<file path="src/rtl/led_rate_sched_if.sv">
// led_rate_sched_if: board-side pins of the LED rate sequencer (buttons in, pattern out).
// With LED_SCHED_HOLD_EN defined the bundle also carries the synchronous hold input.
interface led_rate_sched_if;
    logic       PB1;
    logic       PB2;
    logic [1:0] LED;
    logic [1:0] mode;
    logic [1:0] step;
    logic       tick;
`ifdef LED_SCHED_HOLD_EN
    logic       hold;

    modport master (output PB1, PB2, hold, input LED, mode, step, tick);
    modport slave  (input PB1, PB2, hold, output LED, mode, step, tick);
`else
    modport master (output PB1, PB2, input LED, mode, step, tick);
    modport slave  (input PB1, PB2, output LED, mode, step, tick);
`endif
endinterface

</file>
<file path="src/rtl/led_rate_sched.sv">
// led_rate_sched: debounced two-button IDLE/SLOW/FAST selector with step divider and LED pattern.
// Optional LED_SCHED_HOLD_EN adds a hold input that freezes the divider, step and LED.

module led_db #(
    parameter int DB_CYCLES = 1000000
) (
    input  logic clk,
    input  logic rst,
    input  logic pb,
    output logic press
);
    localparam int CW = (DB_CYCLES > 1) ? $clog2(DB_CYCLES) : 1;
    localparam logic [CW-1:0] DB_LAST = CW'(DB_CYCLES - 1);

    logic          s1, s2, db, db_d;
    logic [CW-1:0] cnt;

    always_ff @(posedge clk or negedge rst) begin
        if (!rst) begin
            s1   <= 1'b1;
            s2   <= 1'b1;
            db   <= 1'b1;
            db_d <= 1'b1;
            cnt  <= '0;
        end else begin
            s1   <= pb;
            s2   <= s1;
            db_d <= db;
            if (s2 == db) begin
                cnt <= '0;
            end else if (cnt == DB_LAST) begin
                db  <= s2;
                cnt <= '0;
            end else begin
                cnt <= cnt + 1'b1;
            end
        end
    end

    // Falling debounced level only; releases are silent.
    assign press = db_d & ~db;
endmodule

module led_rate_sched #(
    parameter int SLOW_DIV  = 50000000,
    parameter int FAST_DIV  = 25000000,
    parameter int DB_CYCLES = 1000000
) (
    input  logic             clk,
    input  logic             rst,
    led_rate_sched_if.slave  io
);
    localparam int NUM_BTN = 2;
    localparam logic [1:0] IDLE = 2'd0;
    localparam logic [1:0] SLOW = 2'd1;
    localparam logic [1:0] FAST = 2'd2;
    localparam logic [30:0] SLOW_LAST = 31'(SLOW_DIV - 1);
    localparam logic [30:0] FAST_LAST = 31'(FAST_DIV - 1);

    logic [NUM_BTN-1:0] pb, press;
    logic [1:0]         mode, mode_nxt, step, step_inc, led;
    logic [30:0]        cnt, last;
    logic               tick, mode_chg, hold;

    assign pb = {io.PB2, io.PB1};

    genvar g;
    generate
        for (g = 0; g < NUM_BTN; g++) begin : g_btn
            led_db #(.DB_CYCLES(DB_CYCLES)) u_db (
                .clk   (clk),
                .rst   (rst),
                .pb    (pb[g]),
                .press (press[g])
            );
        end
    endgenerate

`ifdef LED_SCHED_HOLD_EN
    assign hold = io.hold;
`else
    assign hold = 1'b0;
`endif

    // PB1 has priority; a simultaneous PB2 event is dropped.
    always_comb begin
        mode_nxt = mode;
        if (press[0]) begin
            case (mode)
                IDLE:    mode_nxt = SLOW;
                SLOW:    mode_nxt = IDLE;
                default: mode_nxt = SLOW;
            endcase
        end else if (press[1]) begin
            case (mode)
                IDLE:    mode_nxt = FAST;
                SLOW:    mode_nxt = FAST;
                default: mode_nxt = IDLE;
            endcase
        end
    end

    assign mode_chg = |press;
    assign last     = (mode == FAST) ? FAST_LAST : SLOW_LAST;
    assign step_inc = step + 2'd1;

    function automatic logic [1:0] led_map(input logic fast, input logic [1:0] s);
        case (s)
            2'd1:    led_map = 2'b00;
            2'd2:    led_map = fast ? 2'b01 : 2'b10;
            2'd3:    led_map = fast ? 2'b10 : 2'b01;
            default: led_map = 2'b11;
        endcase
    endfunction

    // A press landing on the terminal count wins: mode change, no tick.
    always_ff @(posedge clk or negedge rst) begin
        if (!rst) begin
            mode <= IDLE;
            cnt  <= '0;
            step <= '0;
            tick <= 1'b0;
            led  <= 2'b11;
        end else if (mode_chg) begin
            mode <= mode_nxt;
            cnt  <= '0;
            step <= '0;
            tick <= 1'b0;
            led  <= 2'b11;
        end else if (mode == IDLE) begin
            cnt  <= '0;
            step <= '0;
            tick <= 1'b0;
            led  <= 2'b11;
        end else if (hold) begin
            tick <= 1'b0;
        end else if (cnt == last) begin
            cnt  <= '0;
            tick <= 1'b1;
            step <= step_inc;
            led  <= led_map(mode == FAST, step_inc);
        end else begin
            cnt  <= cnt + 31'd1;
            tick <= 1'b0;
        end
    end

    assign io.LED  = led;
    assign io.mode = mode;
    assign io.step = step;
    assign io.tick = tick;
endmodule

</file>
<file path="src/flat_wrapper.sv">
// flat-port wrapper written by rule: the top's interface ports become plain ports
module led_rate_sched_flat 
#(
    parameter int SLOW_DIV  = 50000000,
    parameter int FAST_DIV  = 25000000,
    parameter int DB_CYCLES = 1000000
)
  (clk, rst, io_PB1, io_PB2, io_LED, io_mode, io_step, io_tick);
  led_rate_sched_if io_i ();
  input  logic clk;
  input  logic rst;
  input wire logic [$bits(io_i.PB1)-1:0] io_PB1;
  input wire logic [$bits(io_i.PB2)-1:0] io_PB2;
  output wire logic [$bits(io_i.LED)-1:0] io_LED;
  output wire logic [$bits(io_i.mode)-1:0] io_mode;
  output wire logic [$bits(io_i.step)-1:0] io_step;
  output wire logic [$bits(io_i.tick)-1:0] io_tick;
  assign io_i.PB1 = io_PB1;
  assign io_i.PB2 = io_PB2;
  assign io_LED = io_i.LED;
  assign io_mode = io_i.mode;
  assign io_step = io_i.step;
  assign io_tick = io_i.tick;
  led_rate_sched #(.SLOW_DIV(SLOW_DIV), .FAST_DIV(FAST_DIV), .DB_CYCLES(DB_CYCLES)) u_core (.clk(clk), .rst(rst), .io(io_i));
endmodule
</file>
<file path="config.mk">
export PLATFORM = sky130hd
export DESIGN_NAME = led_rate_sched_flat
export DESIGN_NICKNAME = d
export VERILOG_FILES = /design/src/rtl/led_rate_sched_if.sv /design/src/rtl/led_rate_sched.sv /design/src/flat_wrapper.sv
export SDC_FILE = /design/constraint.sdc
export NUM_CORES = 1
export LEC_CHECK = 0
export ABC_AREA = 1
export CAP_MARGIN = 40
export CORE_ASPECT_RATIO = 1.4
export CORE_MARGIN = 10
export CORE_UTILIZATION = 39
export DETAILED_ROUTE_END_ITERATION = 8
export PLACE_DENSITY = 0.51
export SLEW_MARGIN = 20
export SYNTH_ARGS = -nofsm -noshare
export SYNTH_HDL_FRONTEND = slang
export SYNTH_SLANG_ARGS = --single-unit
</file>
<file path="constraint.sdc">
create_clock -name clk -period 2 [get_ports clk]
set_input_delay 0.3 -clock clk [delete_from_list [all_inputs] [get_ports clk]]
set_output_delay 0.3 -clock clk [all_outputs]
set_load 0.01 [all_outputs]
</file>
# Word level (Yosys, flattened, before mapping)
# Index checks and enable logic that the tools add are counted.
classes:
  n_eq_ne: 10
  mul: 0
  n_reduce_logical: 8
  div_mod_pow: 0
  n_mux: 24
  shift: 0
  add_sub_neg: 4
  n_bitwise: 6
  order_cmp: 0
op_table:
  columns: ["cell", "n"]
  rows:
  - ["31-bit 2-to-1 mux", 3]
  - ["20-bit 2-to-1 mux", 4]
  - ["20-bit by 1-bit adder with 20-bit output (second input constant)", 2]
  - ["20-bit equality test (second input constant)", 2]
  - ["31-bit by 1-bit adder with 31-bit output (second input constant)", 1]
  - ["31-bit equality test", 1]
  - ["26-bit 2-to-1 mux", 1]
  - ["2-bit 2-to-1 mux", 11]
  - ["2-bit equality test (second input constant)", 3]
  - ["2-bit one-hot mux with 3 select lines", 1]
  - ["2-bit AND reduction", 3]
  - ["2-bit by 1-bit equality test with 1-bit output (second input constant)", 2]
  - ["1-bit 2-to-1 mux", 4]
  - ["1-bit NOT", 4]
  - ["2-bit OR reduction", 2]
  - ["3-bit nonzero test", 1]
  - ["2-bit by 1-bit adder with 2-bit output (second input constant)", 1]
  - ["1-bit AND", 2]
  - ["1-bit equality test", 2]
  - ["2-bit logical NOT", 1]
  - ["2-bit nonzero test", 1]
word_totals:
  ramBits: 0
  in_bits: 4
  latchBits: 0
  n_memories: 0
  out_inout_bits: 7
  ff_bits: 86
  elab_cells: 67
  mem_bits_ro: 0

# Depth between registers and ports, before layout
depth:
  ltp_word: 6
  depth_mapped: 10
  depth_no_buf: 10

# Hierarchy
# A second synthesis with hierarchy kept.
hier_totals:
  hier_cells: 669
  hier_area_um2: 4956.0
by_module_without_submodules:
  columns: ["module", "cells_each", "instances", "area_per_inst_um2", "seq_area_each_um2"]
  rows:
  - ["led_db", 164, 2, 1321.3, 605.6]
  - ["led_rate_sched", 341, 1, 2313.5, 953.4]

# Worst setup path after synthesis
# OpenSTA, ideal clock, no wires.
synth_timing:
  path_type: "flip-flop to flip-flop"
  startpoint: "register u_core.cnt[0]"
  endpoint: "register u_core.cnt[19]"
  slack_ns: 0.452
  t_required_ns: 1.881
  setup_time_ns: 0.119
  path_buffers: 1
  path_stages_with_launch: 10
  arrival_time_ns: 1.429
  period_less_slack_ns: 1.548
  path_cell_list: "dfrtp_1 > ha_1 > nand3_4 > nor2_2 > inv_1 > nor2_4 > nand2_2 > nand2_4 > buf_6 > nor2_1"
synth_between:
  elab_chain_len: 4
  word_cells_on_any_way: 5
  classes_between: "add/sub: 1; eq/ne: 1; mux: 3"
synth_lines:
  columns: ["element", "line_no", "source"]
  rows:
  - ["start, declared", "led_rate_sched.sv:62", "logic [30:0] cnt, last;"]
  - ["start signal, assigned", "led_rate_sched.sv:143", "cnt <= cnt + 31'd1;"]
  - ["31-bit by 1-bit adder with 31-bit output / 31-bit equality test (equally long branches)", "led_rate_sched.sv:143, led_rate_sched.sv:137", null]
  - ["31-bit 2-to-1 mux (*)", "led_rate_sched.sv:137", "end else if (cnt == last) begin"]
  - ["31-bit 2-to-1 mux (*)", "led_rate_sched.sv:130", "end else if (mode == IDLE) begin"]
  - ["31-bit 2-to-1 mux (*)", "led_rate_sched.sv:124", "end else if (mode_chg) begin"]
# Every way passes the cells marked *; elsewhere a longest branch is shown, timed or not.
# A chain may end at the register's enable or synchronous reset.

# Worst setup path in the final report
layout_timing:
  startpoint: "register u_core.mode[1], in the netlist u_core.io.mode[1]"
  endpoint: "output io_mode[1]"
layout_rtl:
  columns: ["element", "line_no", "source"]
  rows:
  - ["start, declared", "led_rate_sched.sv:61", "logic [1:0] mode, mode_nxt, step, step_inc, led;"]
  - ["start signal, assigned", "led_rate_sched.sv:125", "mode <= mode_nxt;"]
  - ["end, declared", "flat_wrapper.sv:15", "output wire logic [$bits(io_i.mode)-1:0] io_mode;"]
# No word-level cell between the ends.

==> impl_metrics.env <==
export IMPL_run_status="completed"
export IMPL_worst_skew_pair_late_latency_ns=0.34
export IMPL_syn_avg_cell_area_sq_um=7.47
export IMPL_synth_lib_cells_used_distinct=31
export IMPL_cts_buffers=9
export IMPL_synth_enable_flop_cells=0
export IMPL_synth_largest_area_cell="dfrtp_1"
export IMPL_placement_io_buffers=10
export IMPL_drt_antenna_violating_nets=0
export IMPL_post_cts_buffers=0
export IMPL_worst_setup_hold_path_clk_slew_ns=0.07
export IMPL_overall_routed_net_length_microns=11000
export IMPL_critPathLaunchType="register"
export IMPL_arrival_worst_endpoint_ns=1.46
export IMPL_globalplace_congestion=0.900
export IMPL_setup_slack_ns=0.236
export IMPL_finalNonFillerCells=817
export IMPL_ir_worst_vdd_uv=357
export IMPL_clock_power_share_pct=49.8
export IMPL_layout_drive_gt1_share_pct=9.55
export IMPL_place_inst=800
export IMPL_cap_viol_max_count=0
export IMPL_drt_pre_antenna_iters=4
export IMPL_place_ws_ns=0.250
export IMPL_maxSlewHeadroom_pct=73.6
export IMPL_share_seq_of_total_power_pct=47.7
export IMPL_finalSetupTns_ns=0
export IMPL_rows=47
export IMPL_synth_nets=648
export IMPL_yosysSeqAreaShare_pct=45.2
export IMPL_power_static_leakage_nw=2.30
export IMPL_min_period_ns=1.76
export IMPL_critPathMaxStageDelay_ns=0.61
export IMPL_rsz0062_at_grt="false"
export IMPL_routed_via_count=3980
export IMPL_whs_ns=0.357
export IMPL_critical_path_cell_by_cell="clkdlybuf4s50_1"
export IMPL_timing_final_setup_violations=0
export IMPL_post_route_drc_count=0
export IMPL_p_sw_share_pct=20.5
export IMPL_power_switching_w=0.000761
export IMPL_via_count_of_the_first_global_routing_pass=4015
export IMPL_number_of_antenna_violations_at_the_first_check_in_global_routing=0
export IMPL_dr_vias_cell=4.87
export IMPL_cts_root_buf="clkbuf_16"
export IMPL_detailed_place_hpwl_microns=8390
export IMPL_synthMostInstantiatedCell="nand2_1"
export IMPL_diodes=0
export IMPL_grt_use_total_pct=13.5
export IMPL_global_route_wire_length_before_repair_microns=19000
export IMPL_tightest_slew_ns=0.394
export IMPL_hold_viol_final=0
export IMPL_synth_seq_cells=86
export IMPL_num_nets_final=672
export IMPL_internal_power_w=0.00294
export IMPL_min_path_type="register to register"
export IMPL_yosysWarningCount=0
export IMPL_tritoncts="yes"
export IMPL_die_width_microns=114
export IMPL_area_growth_syn_to_layout_pct=13.3
export IMPL_worstSetupEndpointType="primary output"
export IMPL_cp_data_required_time_ns=1.70
export IMPL_route_detailed_wl_per_inst_microns=13.4
export IMPL_synth_top_cells_by_area="dfrtp_1 (40%), nand2_1 (12%), nor2_1 (12%), inv_1 (5.8%), dfstp_2 (5.5%)"
export IMPL_path_buf_inv=1
export IMPL_share_of_flip_flops_with_an_asynchronous_set_or_reset_after_synthesis_pct=100
export IMPL_timing_worst_setup_path_type="register to primary output"
export IMPL_fin_skew_ns=0.0107
export IMPL_fin_crit_sh_pct=88.2
export IMPL_cpLargestDelayFamily="buffers and inverters"
export IMPL_floorplan_core_area_sq_um=11900
export IMPL_grt_overflow_total=0
export IMPL_max_clock_path_buffers=2
export IMPL_grt_max_degree=27
export IMPL_synth_top_flop_cell="dfrtp_1"
export IMPL_timing_critical_path_slowest_stage_cell="clkdlybuf4s50_1"
export IMPL_cts_htree_levels=3
export IMPL_post_synth_instance_area_sq_um=4790
export IMPL_fmax_mhz=567
export IMPL_synthTopCellsByCount="nand2_1 (154), nor2_1 (147), dfrtp_1 (76)"
export IMPL_drv_slew=0
export IMPL_die_height_microns=151
export IMPL_post_layout_total_power_w=0.00371
export IMPL_synth_top_area_share_pct=39.7
export IMPL_top_level_ports=11
export IMPL_pwr_density_cell_nw_per_um2=683
export IMPL_post_synth_inst_count=641
export IMPL_comb_power_share_pct=2.5
export IMPL_fillerInstances=1196
export IMPL_die_area_sq_um=17200
export IMPL_cts_sinks=86
export IMPL_detail_route_iter0_violations=170
export IMPL_critical_path_peak_fanout=7
export IMPL_floorplan_initialDensity_pct=40.1
-- cell families after synthesis --
family | after synthesis | synth area share [%]
DFF | 86 | 45.2
and+or+nand+nor | 413 | 38.2
AOI/OAI and AO/OA | 23 | 2.80
xor gates and xnor gates | 33 | 6.04
adders and majority gates | 3 | 0.784
buffers and inverters | 83 | 6.90
-- worst paths after layout --
| path | end | start | depth (start not counted) | slack [ns] |
|---|---|---|---|---|
| worst max-delay path | io_mode[1] | u_core.io.mode[1]$_DFFE_PN0N_ | 1 | 0.24 |
| worst min-delay path | u_core.g_btn[0].u_db.s2$_DFF_PN1_ | u_core.g_btn[0].u_db.s1$_DFF_PN1_ | 0 | 0.36 |
| worst max register to register | u_core.io.LED[0]$_DFFE_PN1P_ | u_core.cnt[1]$_DFF_PN0_ | 9 | 0.28 |
| worst min register to register | u_core.g_btn[0].u_db.s2$_DFF_PN1_ | u_core.g_btn[0].u_db.s1$_DFF_PN1_ | 0 | 0.36 |
| max in group asynchronous | u_core.io.LED[1]$_DFFE_PN1P_ | rst | 3 | 0.94 |
| min in group asynchronous | u_core.cnt[5]$_DFF_PN0_ | rst | 2 | 0.42 |
-- worst register-to-register path: cells and delay by family (launching register included) --
kind	cells	cell delay, ns
and+or+nand+nor	7	0.90
buffers and inverters	1	0.10
adders and majority gates	1	0.27
DFF	1	0.41
-- metal layers --
layer / routed length, microns / share of wire, % / vias to the layer above / global-route usage (%)
li1: - / - / 2051 / -
met1: 4740 / 43 / 1853 / 15.1
met2: 5650 / 52 / 57 / 24.3
met3: 281 / 2.6 / 19 / 2.49
met4: 286 / 2.6 / 0 / 6.11
met5: 0 / 0 / - / 0
-- registers in the layout, indices dropped and copies added (netlist names) --
signal	flops
u_core.g_btn.u_db.db	2
u_core.io.step	2
u_core.g_btn.u_db.s2	2
u_core.io.LED	2
u_core.cnt	31
u_core.g_btn.u_db.s1	2
u_core.io.mode	2
u_core.g_btn.u_db.db_d	2
u_core.g_btn.u_db.cnt	40
u_core.io.tick	1
-- final cells by class --
type	count	area, sq um	share of cell area, %
Inverter	80	300	5.54
Timing Repair Buffer	16	158	2.91
Clock buffer	12	256	4.73
Sequential cell	86	2160	39.9
Tap cell	147	184	3.39
Clock inverter	4	70.1	1.29
Multi-Input combinational cell	472	2290	42.2
-- through the flow --
step / util [%] / instance area (sq um)
after floorplan: - / 4790
after global placement: 42.6 / 5090
after detailed placement: 42.6 / 5090
after CTS: 45.4 / 5420
after global routing: 45.4 / 5420
final: 45.4 / 5420
-- cell usage in the layout, fill, tap and decap left out, types with 2 or more instances in the layout --
| master | instances |
|---|---|
| clkbuf_8 | 2 |
| inv_2 | 5 |
| buf_4 | 5 |
| nor4_1 | 2 |
| nor3_1 | 26 |
| a21oi_1 | 11 |
| nor2_1 | 147 |
| clkbuf_16 | 9 |
| nand2_4 | 2 |
| xnor2_1 | 13 |
| nand2_2 | 10 |
| inv_1 | 74 |
| clkinv_2 | 2 |
| bufinv_16 | 2 |
| dfstp_2 | 10 |
| o21ai_0 | 7 |
| clkdlybuf4s50_1 | 9 |
| nand3b_1 | 2 |
| nand3_1 | 42 |
| ha_1 | 3 |
| o21bai_1 | 2 |
| nor2_4 | 4 |
| nand4_1 | 13 |
| nor2_2 | 5 |
| nand2_1 | 154 |
| o22ai_1 | 2 |
| xor2_1 | 20 |
| nor3_4 | 2 |
| dfrtp_1 | 76 |
-- power by group through the flow --
stage	Clock (W)	Sequential [W]	Combinational, W
2_1_floorplan	0	0.00180	0.0000355
3_3_place_gp	0	0.00180	0.0000954
3_5_place_dp	0	0.00180	0.0000974
4_1_cts	0.00190	0.00177	0.0000992
5_1_grt	0.00197	0.00177	0.000110
6_report	0.00184	0.00177	0.0000939
-- what timing repair did --
action | in CTS | in global routing
hold buffers | 1 | 0
hold endpoints to repair | 21 | 0
resized for setup | 0 | 0
Note: power is estimated with default switching activity, not from simulation.
